`src/rtl/ram_pkg.sv`:
```
// Shared types and helpers for the ram_sdp_clr storage block.
// Holds the clear-engine state encoding and the even-parity helper.
package ram_pkg;

  // Two-state controller: CLEAR sweeps the array, IDLE serves user traffic
  typedef enum logic {
    CLEAR = 1'b0,
    IDLE  = 1'b1
  } state_t;

  // Widest word the parity helper accepts; callers zero-extend, which does
  // not change the parity of the value
  localparam int PARITY_MAX_WIDTH = 64;

  // Even-parity bit: makes the total count of ones (data + bit) even
  function automatic logic even_parity(input logic [PARITY_MAX_WIDTH-1:0] data);
    return ^data;
  endfunction

endpackage

```
`src/rtl/ram_sdp_core.sv`:
```
// Storage array for ram_sdp_clr: one write port, one registered read port.
// The array itself is never reset; only the read output register is.
// When PAR_EN=1 the top bit of each stored word is a parity bit that is
// checked on every read.
module ram_sdp_core #(
  parameter int DATA_WIDTH = 8,
  parameter int ADDR_WIDTH = 4,
  parameter int RAM_DEPTH  = 16,
  parameter int PAR_EN     = 0,
  parameter int STORE_W    = DATA_WIDTH + PAR_EN
) (
  input  logic                  clk,
  input  logic                  rst_n,
  input  logic                  we,
  input  logic [ADDR_WIDTH-1:0] wr_addr,
  input  logic [STORE_W-1:0]    wr_word,
  input  logic                  rd_en,
  input  logic                  rd_zero,
  input  logic [ADDR_WIDTH-1:0] rd_addr,
  output logic [DATA_WIDTH-1:0] rd_data,
  output logic                  par_err
);
  import ram_pkg::*;

  logic [STORE_W-1:0] mem [RAM_DEPTH];
  logic [STORE_W-1:0] rd_word;
  logic               rd_par_bad;

  assign rd_word = mem[rd_addr];

  generate
    if (PAR_EN != 0) begin : g_parity
      assign rd_par_bad = rd_word[STORE_W-1] !=
                          even_parity(PARITY_MAX_WIDTH'(rd_word[DATA_WIDTH-1:0]));
    end else begin : g_no_parity
      assign rd_par_bad = 1'b0;
    end
  endgenerate

  // Array write port; no reset so the array maps onto plain RAM cells
  always_ff @(posedge clk) begin
    if (we) begin
      mem[wr_addr] <= wr_word;
    end
  end

  // Registered read: samples the old word, so a same-address write is read-first
  always_ff @(posedge clk) begin
    if (!rst_n) begin
      rd_data <= '0;
      par_err <= 1'b0;
    end else if (rd_en) begin
      if (rd_zero) begin
        rd_data <= '0;
        par_err <= 1'b0;
      end else begin
        rd_data <= rd_word[DATA_WIDTH-1:0];
        par_err <= rd_par_bad;
      end
    end else begin
      par_err <= 1'b0;
    end
  end

endmodule

```
`src/rtl/ram_sdp_clr.sv`:
```
// Simple-dual-port synchronous RAM with a built-in clear engine.
// After reset, or on clr_req while idle, every word is overwritten with
// CLEAR_VALUE, one address per cycle; user accesses are ignored meanwhile.
// Optional feature macro: RAM_PARITY_EN adds a stored even-parity bit per
// word, with wr_par_flip for fault injection and par_err on reads.
module ram_sdp_clr #(
  parameter int                    DATA_WIDTH  = 8,
  parameter int                    ADDR_WIDTH  = 4,
  parameter int                    RAM_DEPTH   = 16,
  parameter logic [DATA_WIDTH-1:0] CLEAR_VALUE = '0
) (
  input  logic                  clk,
  input  logic                  rst_n,
  input  logic                  cs,
  input  logic                  we,
  input  logic [ADDR_WIDTH-1:0] wr_addr,
  input  logic [DATA_WIDTH-1:0] wr_data,
  input  logic                  wr_par_flip,
  input  logic                  rd_en,
  input  logic [ADDR_WIDTH-1:0] rd_addr,
  output logic [DATA_WIDTH-1:0] rd_data,
  output logic                  rd_valid,
  output logic                  par_err,
  input  logic                  clr_req,
  output logic                  busy,
  output logic                  clr_done
);
  import ram_pkg::*;

`ifdef RAM_PARITY_EN
  localparam int PAR_EN = 1;
`else
  localparam int PAR_EN = 0;
`endif
  localparam int STORE_W = DATA_WIDTH + PAR_EN;

  state_t                state;
  logic [ADDR_WIDTH-1:0] clr_ptr;
  logic                  clr_last;

  logic                  wr_in_range;
  logic                  rd_in_range;
  logic                  user_wr;
  logic                  user_rd;

  logic                  mem_we;
  logic [ADDR_WIDTH-1:0] mem_wr_addr;
  logic [DATA_WIDTH-1:0] mem_wr_data;
  logic [STORE_W-1:0]    mem_wr_word;

  assign clr_last    = int'(clr_ptr) == RAM_DEPTH - 1;
  assign wr_in_range = int'(wr_addr) < RAM_DEPTH;
  assign rd_in_range = int'(rd_addr) < RAM_DEPTH;
  assign user_wr     = cs & we & ~busy & wr_in_range;
  assign user_rd     = cs & rd_en & ~busy;

  // Clear controller: sweeps clr_ptr across the array, then reports done
  always_ff @(posedge clk) begin
    if (!rst_n) begin
      state    <= CLEAR;
      clr_ptr  <= '0;
      busy     <= 1'b1;
      clr_done <= 1'b0;
    end else begin
      clr_done <= 1'b0;
      case (state)
        CLEAR: begin
          if (clr_last) begin
            state    <= IDLE;
            clr_ptr  <= '0;
            busy     <= 1'b0;
            clr_done <= 1'b1;
          end else begin
            clr_ptr <= clr_ptr + 1'b1;
          end
        end
        IDLE: begin
          if (clr_req) begin
            state   <= CLEAR;
            clr_ptr <= '0;
            busy    <= 1'b1;
          end
        end
        default: begin
          state   <= CLEAR;
          clr_ptr <= '0;
          busy    <= 1'b1;
        end
      endcase
    end
  end

  // Write-port mux: the clear engine owns the port whenever a sweep is running
  always_comb begin
    mem_we      = 1'b0;
    mem_wr_addr = wr_addr;
    mem_wr_data = wr_data;
    if (state == CLEAR) begin
      mem_we      = rst_n;
      mem_wr_addr = clr_ptr;
      mem_wr_data = CLEAR_VALUE;
    end else if (user_wr) begin
      mem_we = 1'b1;
    end
  end

`ifdef RAM_PARITY_EN
  logic mem_wr_par;

  // Parity for the stored word; the clear engine always writes good parity
  always_comb begin
    mem_wr_par = even_parity(PARITY_MAX_WIDTH'(wr_data)) ^ wr_par_flip;
    if (state == CLEAR) begin
      mem_wr_par = even_parity(PARITY_MAX_WIDTH'(CLEAR_VALUE));
    end
  end

  assign mem_wr_word = {mem_wr_par, mem_wr_data};
`else
  logic unused_par_flip;

  assign unused_par_flip = wr_par_flip;
  assign mem_wr_word     = mem_wr_data;
`endif

  // Read-valid strobe, aligned with the registered read data
  always_ff @(posedge clk) begin
    if (!rst_n) begin
      rd_valid <= 1'b0;
    end else begin
      rd_valid <= user_rd;
    end
  end

  ram_sdp_core #(
    .DATA_WIDTH (DATA_WIDTH),
    .ADDR_WIDTH (ADDR_WIDTH),
    .RAM_DEPTH  (RAM_DEPTH),
    .PAR_EN     (PAR_EN),
    .STORE_W    (STORE_W)
  ) u_core (
    .clk     (clk),
    .rst_n   (rst_n),
    .we      (mem_we),
    .wr_addr (mem_wr_addr),
    .wr_word (mem_wr_word),
    .rd_en   (user_rd),
    .rd_zero (~rd_in_range),
    .rd_addr (rd_addr),
    .rd_data (rd_data),
    .par_err (par_err)
  );

endmodule
```
`config.mk`:
```
export PLATFORM = sky130hd
export DESIGN_NAME = ram_sdp_clr
export DESIGN_NICKNAME = d
export VERILOG_FILES = /design/src/rtl/ram_pkg.sv /design/src/rtl/ram_sdp_core.sv /design/src/rtl/ram_sdp_clr.sv
export SDC_FILE = /design/constraint.sdc
export NUM_CORES = 1
export LEC_CHECK = 0
export BUFFER_PORTS_ARGS = -buffer_cell sky130_fd_sc_hd__buf_2
export CAP_MARGIN = 0
export CORE_UTILIZATION = 60
export DETAILED_ROUTE_END_ITERATION = 16
export PLACE_DENSITY = 0.78
export SLEW_MARGIN = 20
export SYNTH_ARGS = -nofsm -noshare
export SYNTH_HDL_FRONTEND = slang
export SYNTH_SLANG_ARGS = --single-unit
```
`constraint.sdc`:
```
create_clock -name clk -period 2.6 [get_ports clk]
set_input_delay 0.78 -clock clk [delete_from_list [all_inputs] [get_ports clk]]
set_output_delay 0.78 -clock clk [all_outputs]
set_load 0.02 [all_outputs]
```
# Word level (Yosys, flattened, before mapping)

Memories as Yosys holds them, arrays and structs flattened. A register that Yosys moved wholly into a read port is not among the register bits.
Index checks and enable logic that the tools add are counted.

Register bits: 8
Memory bits (writable): 128
Bits of input ports: 23
Output and inout bits: 12
Logic and storage cells: 35
Memories kept: 1

$add $sub $neg: 1
Equality and inequality tests: 3
Muxes and demuxes: 15
Bitwise logic cells: 7
Reduce and logical (&&, ||, !) cells: 3

Memories:

| memory     | depth | width | read ports | clocked after Yosys merged registers in | wr ports | RTL line           | text |
|---|---|---|---|---|---|---|---|
| u_core.mem | 16    | 8     | 1          | 1                                       | 1        | ram_sdp_core.sv:25 | `logic [STORE_W-1:0] mem [RAM_DEPTH];` |

Operators by type and width:

| kind                  | count |
|---|---|
| $mux W4               | 3 |
| $mux W1               | 8 |
| $mux W8               | 1 |
| $pmux W4 S2           | 1 |
| $add A4 B1 Y4 const B | 1 |
| $and A1 B1 Y1         | 4 |
| $eq A4 B1 Y1 const B  | 1 |
| $ne A2 B2 Y1 const B  | 2 |
| $pmux W1 S2           | 2 |
| $not A1 Y1            | 3 |
| $reduce_and A2 Y1     | 1 |
| $reduce_or A2 Y1      | 1 |
| $logic_not A1 Y1      | 1 |

# Longest topological paths before layout

Gate-level depths: netlist of run 1.

Word-level depth: 6
Mapped depth: 7
Depth with buffers taken out: 5

# Modules after synthesis

A second synthesis of run 1 with hierarchy kept.

Cells, all modules: 296
Area, all modules: 5634.2 µm²

By module, submodules not included:

| module       | instances | cells each | area an instance (µm²) | sequential area each (µm²) |
|---|---|---|---|---|
| ram_sdp_core | 1         | 242        | 5177.5                 | 4003.8 |
| ram_sdp_clr  | 1         | 54         | 456.7                  | 160.2 |

# Worst setup path before layout of run 1

No wires, ideal clock.

Path kind: input-to-reg
Start point: input rd_addr[1]
End point: register u_core.rd_data[4], read port of u_core.mem
Library setup time: 0.126 ns
Data arrival time: 1.922 ns
Required time: 2.474 ns
Setup slack: 0.552 ns
Cell stages on the path: 6
Buffers on the path: 3
Path through: buf_2 > buf_2 > buf_2 > mux2_2 > a22oi_1 > o21ai_0

RTL lines:

| item        | RTL line           | text |
|---|---|---|
| from (decl) | ram_sdp_clr.sv:20  | `input logic [ADDR_WIDTH-1:0] rd_addr,` |
| to (decl)   | ram_sdp_core.sv:20 | `output logic [DATA_WIDTH-1:0] rd_data,` |

# Final worst setup path of run 1

Start point: register state
End point: memory u_core.mem[2][3] in the netlist's numbering, enable pin

Cells in the longest elaborated chain, start to end: 3
Elaborated cells on any way between the ends: 4
Classes of those cells: mux: 4

RTL lines:

| item                          | RTL line           | text |
|---|---|---|
| from (decl)                   | ram_sdp_clr.sv:37  | `state_t state;` |
| from (signal assigned)        | ram_sdp_clr.sv:60  | `state <= CLEAR;` |
| from (signal assigned)        | ram_sdp_clr.sv:69  | `state <= IDLE;` |
| from (signal assigned)        | ram_sdp_clr.sv:79  | `state <= CLEAR;` |
| $mux W1                       | ram_sdp_clr.sv:98  | `if (state == CLEAR) begin` |
| $mux W1                       | ram_sdp_core.sv:42 | `if (we) begin` |
| $mux W1 (implied by the code) | ram_sdp_core.sv:43 | `mem[wr_addr] <= wr_word;` |
| to (decl)                     | ram_sdp_core.sv:25 |  |

Parallel ways exist; a longest one is shown, timed or not.

==> results of run 1 <==
[kinds of logic after synthesis]
group,Yosys count
adder cells (fa/ha/maj),1
XOR/XNOR,1
AO/OA/AOI/OAI,44
flip-flops,144
buffers and inverters,21
multiplexers,53
other,1
AND/OR/NAND/NOR,65
[worst paths after layout]
check | from | end | slack [ns] | cells after the start
worst max-delay path | state | u_core.mem[2][3] | 0.25 | 4
worst min-delay path | u_core.rd_data[5] | u_core.rd_data[5] | 0.47 | 2
worst max register to register | state | u_core.mem[2][3] | 0.25 | 4
worst min register to register | u_core.rd_data[5] | u_core.rd_data[5] | 0.47 | 2
[cell type report]
cell class | instances | area (µm²) | share of cell area, %
inverters | 5 | 18.8 | 0.278
multi-input cells | 165 | 1470 | 21.8
clock buffers | 19 | 422 | 6.25
repair buffers | 49 | 300 | 4.45
well taps | 129 | 161 | 2.39
flip-flops and latches | 144 | 4160 | 61.7
clock inverters | 13 | 210 | 3.12
[power by group]
group	internal, mW	leakage (nW)	switching (mW)
logic	0.0766	0.757	0.101
clock network	1.66	0.304	0.928
registers	2.52	1.09	0.0175
total	4.26	2.15	1.05
[per-stage QoR]
stage,total power [mW],area (µm²),hold WS [ns],utilization (%)
after floorplan,2.70,5750,0.497,-
after global placement,2.75,6120,0.466,65.9
after detailed placement,2.76,6120,0.460,65.9
after CTS,5.32,6750,0.461,72.7
after global routing,5.44,6750,0.466,72.7
final,5.31,6750,0.475,72.7
[sequential cells by signal, indices dropped and copies added (netlist names)]
name,flops
u_core.rd_data,8
state,1
rd_valid,1
busy,1
clr_done,1
u_core.mem,128
clr_ptr,4
[cells in the mapped netlist (all sizes together)]
cell / number / area, µm²
edfxtp: 128 / 3840
nor2: 29 / 109
mux2i: 28 / 280
mux4: 22 / 526
dfxtp: 16 / 320
a22oi: 13 / 103
o21ai: 12 / 60.1
buf: 11 / 81.3
nand2: 11 / 41.3
and2: 9 / 56.3
a21oi: 7 / 35.0
a32oi: 5 / 43.8
clkbuf: 5 / 18.8
inv: 5 / 18.8
nor2b: 4 / 25.0
a31oi: 3 / 18.8
mux2: 3 / 33.8
nand2b: 2 / 12.5
nand3: 2 / 10.0
nor3: 2 / 10.0
nor3b: 2 / 15.0
a21o: 1 / 7.51
a32o: 1 / 10.0
and4b: 1 / 10.0
conb: 1 / 3.75
ha: 1 / 12.5
nand3b: 1 / 7.51
nand4: 1 / 6.26
nand4b: 1 / 8.76
o22a: 1 / 8.76
o32ai: 1 / 8.76
xnor2: 1 / 8.76
[routing by layer]
metal	GRT usage, %	vias up
met1	33.3	1607
met5	0	-
met4	11.7	0
li1	-	1413
met3	6.13	21
met2	42.9	147
[layout by cell type, fill, tap and decap left out, drive strengths merged]
cell type / count
inv: 7
and2: 9
nand4b: 1
a22oi: 13
mux4: 22
a32o: 1
nand3: 2
nor2b: 4
bufinv: 5
a21oi: 7
a31oi: 3
dfxtp: 16
ha: 1
clkinvlp: 1
a21o: 1
nand2: 11
mux2: 3
buf: 49
nor2: 29
clkbuf: 19
o22a: 1
nand4: 1
nand3b: 1
a32oi: 5
xnor2: 1
nor3b: 2
nor3: 2
o21ai: 12
and4b: 1
mux2i: 28
conb: 1
o32ai: 1
edfxtp: 128
nand2b: 2
clkinv: 5
[tightest hold or removal path: cells and delay by family, from the launching register on]
| family | cells | cell delay [ns] |
|---|---|---|
| compound gates | 2 | 0.12 |
| flops | 1 | 0.33 |
==> key figures, run 1 <==
Die
  – I/O pins: 35
  – Die span in y: 99.9 µm
  – Core footprint: 9280 µm²
  – Rows: 35
  – Die W: 99.9 µm
  – Initial Util: 62.0%
  – Die area: 9990 µm²

Yosys
  – Yosys reg bits: 144
  – Syn nets: 354
  – Post-synthesis mux area share: 14.6%
  – Post-Syn Area: 5750 µm²
  – Synth Area in Adders: 0.217%
  – Compound-cell area share of the yosys netlist: 5.13%
  – Synth Area in Simple Gates: 5.41%
  – Synth Area in XOR/XNOR: 0.152%
  – Register area share after synthesis: 72.4%
  – Largest family of logic cells by synthesized area: multiplexers
  – Yosys warning count: 0
  – Mapped Cells: 330
  – Cell variety after synth: 38
  – Post-Syn Area per Cell: 17.4 µm²

Global route
  – GRT overflow: 0
  – First-pass GRT wire length: 18.0 mm
  – Number of global-route vias before repair: 3218
  – Largest net degree at the start of global routing: 25
  – GR Util All Layers: 26.0%
  – Initial antenna violation count: 0

Routing
  – Vias: 3188
  – DRT iter0 DRCs: 208
  – Vias per cell: 6.08
  – Wl on met1: 4.71 mm
  – Routed wl met3: 727 µm
  – DR WL/cell: 22.5 µm
  – Routed Wire Length: 11.8 mm
  – Top sig layer: met4
  – ANT nets after route: 0
  – TritonRoute pass-1 iters: 5
  – Met2 routed WL: 6.08 mm
  – Residual DRC count: 0

CTS
  – Clock Path Buffers: 2
  – Post CTS Setup Buffer Count: 0
  – Worst-path clk slew: 0.06 ns
  – CTS tree: built
  – H-tree depth: 4
  – Hold buffers post-CTS: 0
  – Clock Tree Root: clkbuf_8
  – Latest clock arrival within the worst-skew pair: 0.52 ns
  – Clk sinks: 144
  – CTS Buf Count: 17
  – Post-cts resize count: 0

Place
  – Cell count after placement: 492
  – DP Worst Slack: 0.219 ns
  – GP Congestion: 0.824
  – Post-DP HPWL: 7.10 mm
  – Buffers on Ports: 32

Min path
  – Min-Delay Path Class: reg2reg

Critical path
  – CP max stage delay: 0.75 ns
  – Cell family with most CP delay: simple AND/OR/NAND/NOR gates
  – Critical path class: reg2reg
  – Slowest cell on the critical path: dfxtp_1
  – Req. time, crit path: 2.74 ns
  – Crit path DAT: 2.49 ns
  – CP endpoint kind: register
  – Worst Setup Start Kind: register
  – Worst path most repeated cell: nand2_1
  – CP Max Fanout: 24
  – Buffers and inverters on the worst path: 0
  – Critical-path cell list: nand4b_1 -> nand2_1 -> nand2_1 -> nor2_1

Timing
  – Final hold violations: 0
  – Final setup viols: 0
  – Fmax: 0.426 GHz
  – Count of pins over their slew limit: 0
  – Slew @ Worst Pin: 1.03 ns
  – RSZ-0062 raised after global routing: no
  – Final TNS setup: 0 ns
  – Final worst path period need: 2.35 ns
  – Relative slew slack: 31.1%
  – Crit share post-route: 90.4%
  – Worst setup margin: 0.250 ns
  – Worst Skew: 0.00751 ns

Final layout
  – # fillers: 559
  – Share of layout cells above drive strength 1: 24.3%
  – Fin cells: 524
  – # nets final: 406
  – Area Growth Syn to Fin: 17.3%
  – Final antenna diode count: 0

Power
  – Static leakage: 2.15 nW
  – Power Density: 786 nW/µm²
  – VDD IR max: 0.603 mV

Run
  – Max-cap violations: 0

Run status
  – Outcome: finished, final reports clean
Power figures use the tool's default switching activity.
==> inputs of run 2 (changes only) <==
--- a/config.mk
+++ b/config.mk
@@ -5,6 +5,7 @@
 export SDC_FILE = /design/constraint.sdc
 export NUM_CORES = 1
 export LEC_CHECK = 0
+export ABC_AREA = 1
 export BUFFER_PORTS_ARGS = -buffer_cell sky130_fd_sc_hd__buf_2
 export CAP_MARGIN = 0
 export CORE_UTILIZATION = 60
==> run 2 against run 1 <==
  * Via count grew 41%
  * Highest routed layer unchanged
  * Critical path depth grew 2
  * Non-clock buffer count grew 5
  * First-iteration DRC count grew 130%
  * Largest power group is now registers
  * Die area grew 8.1%
==> key figures, run 2 <==
Run status
  – Outcome: finished, final reports clean

Critical path
  – Buffers and inverters on the worst path: 2
  – Worst path most repeated cell: nor2_1
  – Critical path class: reg2reg
  – CP max stage delay: 0.35 ns
  – CP endpoint kind: register
  – CP Max Fanout: 13
  – RR Endpoint: u_core.mem[11][4]
  – Req. time, crit path: 2.84 ns
  – Worst R2R Path Depth: 6
  – Worst Setup Start Kind: register
  – Slowest cell on the critical path: dfxtp_1
  – Crit path DAT: 2.08 ns
  – R2r startpoint: state
  – Cell family with most CP delay: simple AND/OR/NAND/NOR gates
  – Register-to-register setup slack: 0.76 ns
  – Critical-path cell list: buf_4 -> nor2_1 -> nor2_1 -> nand3_1 -> nor2_1 -> buf_4

CTS
  – Post CTS Setup Buffer Count: 0
  – Clock Path Buffers: 2
  – Latest clock arrival within the worst-skew pair: 0.53 ns
  – Clock Tree Root: clkbuf_8
  – CTS tree: built
  – Worst-path clk slew: 0.06 ns
  – Hold buffers post-CTS: 0
  – Clk sinks: 144
  – CTS Buf Count: 17
  – Post-cts resize count: 0
  – H-tree depth: 4

Power
  – NetSw: 1.09 mW
  – Final Power: 5.25 mW
  – Sw Ratio: 20.8%
  – Sequential share of power: 48.1%
  – VDD IR max: 0.344 mV
  – Combinational share of power: 4.9%
  – Power Internal: 4.16 mW
  – Static leakage: 3.23 nW
  – Clock share of power: 47.0%
  – Power Density: 729 nW/µm²

Routing
  – TritonRoute pass-1 iters: 5
  – DR WL/cell: 16.3 µm
  – Vias: 4509
  – ANT nets after route: 0
  – Vias per cell: 5.45
  – Residual DRC count: 0
  – DRT iter0 DRCs: 469
  – Routed Wire Length: 13.5 mm

Die
  – Die span in y: 104 µm
  – Die W: 104 µm
  – Die area: 10800 µm²
  – Initial Util: 62.9%
  – Core footprint: 9910 µm²
  – I/O pins: 35
  – Rows: 36

Yosys
  – Cell variety after synth: 20
  – Post-synth EDFFs: 128
  – Most area-consuming cells after synthesis: edfxtp_1, nand2_1, nand3_1
  – Most common cell in the netlist: nand2_1
  – Post-Syn Area: 6230 µm²
  – Synth top cells by count: nand2_1, edfxtp_1, nand3_1
  – Yosys reg bits: 144
  – Mapped Cells: 638
  – Asr flop ratio synth: 0%
  – Post-Syn Area per Cell: 9.77 µm²
  – Syn nets: 662
  – Register area share after synthesis: 66.8%
  – Yosys warning count: 0
  – Post-synth top area share: 61.7%
  – Most common flop cell mapped by yosys: edfxtp_1
  – Top cell type by total area after synthesis: edfxtp_1

Place
  – GP Congestion: 0.942
  – Buffers on Ports: 32
  – Post-DP HPWL: 8.51 mm
  – Placed inst area: 6600 µm²
  – DP Worst Slack: 0.466 ns

Global route
  – First-pass GRT wire length: 21.4 mm
  – GR Util All Layers: 26.6%
  – GRT overflow: 0
  – Initial antenna violation count: 0
  – Largest net degree at the start of global routing: 65
  – Number of global-route vias before repair: 4327

Final layout
  – Biggest register: u_core.mem
  – Most common cell after layout, fill and taps aside: nand2_1
  – Largest regs: u_core.mem (128), u_core.rd_data (8), clr_ptr (4)
  – Final antenna diode count: 0
  – Utilization after layout: 72.7%
  – Most frequent cells in the layout: nand2_1, edfxtp_1, nand3_1
  – Share of layout cells above drive strength 1: 12.8%
  – Post-route cell area: 7210 µm²
  – # nets final: 706
  – Area Growth Syn to Fin: 15.6%
  – Max reg flops: 128

Timing
  – Crit share post-route: 70.8%
  – Final TNS setup: 0 ns
  – Slew @ Worst Pin: 0.643 ns
  – Count of pins over their slew limit: 0
  – Final hold violations: 0
  – RSZ-0062 raised after global routing: no
  – Final worst path period need: 1.84 ns
  – Relative slew slack: 57.1%
  – Worst setup margin: 0.758 ns
  – Fmax: 0.543 GHz
  – Worst Skew: 0.00787 ns
  – Final setup viols: 0

Min path
  – Worst Min Path Start: clr_ptr[0]
  – Hold path cells: 2
  – WHS Endpoint: clr_ptr[0]
  – Min-Delay Path Class: reg2reg

Run
  – Max-cap violations: 0
run 2: cell types whose count changed in the layout (fill, tap and decap cells not counted), moves of 5 or more:
cell / previous run / this run
and2_1: 9 / 0
nand2_1: 11 / 219
a22oi_1: 12 / 0
mux4_2: 14 / 0
mux4_1: 8 / 0
mux2i_1: 28 / 0
nor2_1: 29 / 38
nand3_1: 2 / 97
o21ai_0: 10 / 2
a32oi_1: 5 / 0
inv_1: 5 / 91
run 2: per-stage QoR:
step	std cells	hold slack (ns)
finish	828	0.508
global placement	796	0.483
global route	828	0.529
floorplan	638	0.465
detailed placement	796	0.498
CTS	828	0.506
run 2: worst max path at each step:
stage	cells after the start	endpoint	start
final	6	u_core.mem[11][4]	state
after global routing	6	u_core.mem[8][0]	state
after global placement	6	u_core.mem[12][6]	wr_addr[1]
after detailed placement	6	u_core.mem[12][7]	wr_addr[1]
after floorplan	4	u_core.mem[12][0]	wr_addr[1]
after CTS	1	rd_data[3]	u_core.rd_data[3]
run 2: worst min-delay path: stages, from the launching register on:
cell and delay, ns:
dfxtp_1 0.33, nand2_1 0.07, a21oi_1 0.06
run 2: power groups by stage:
stage,Sequential [mW],Clock (mW),Combinational [mW]
finish,2.53,2.47,0.259
global route,2.53,2.59,0.287
CTS,2.53,2.48,0.255
detailed placement,2.58,0,0.251
global placement,2.57,0,0.243
floorplan,2.57,0,0.174
run 2: final cells by class:
class	instances	area [µm²]
tap	133	166
inverter	93	349
multi-input combinational	372	1570
clock buffer	19	422
clock inverter	13	186
timing repair buffer	54	350
sequential	144	4160
fill	665	2700
run 2: kinds of logic after synthesis:
| family | count (synthesis) | synth area share (%) |
|---|---|---|
| buffers and inverters | 122 | 8.01 |
| xor gates and xnor gates | 1 | 0.141 |
| DFF | 144 | 66.8 |
| other | 1 | 0.0602 |
| adders and majority gates | 1 | 0.201 |
| and+or+nand+nor | 357 | 23.6 |
| AOI/OAI and AO/OA | 12 | 1.18 |
run 2: per-layer routing:
layer	share of wire, %	track usage [%]	routed length [µm]
met2	47	41.1	6340
met3	10	5.01	1360
met5	0	0	0
met4	3.4	12.6	454
met1	40	36.8	5380
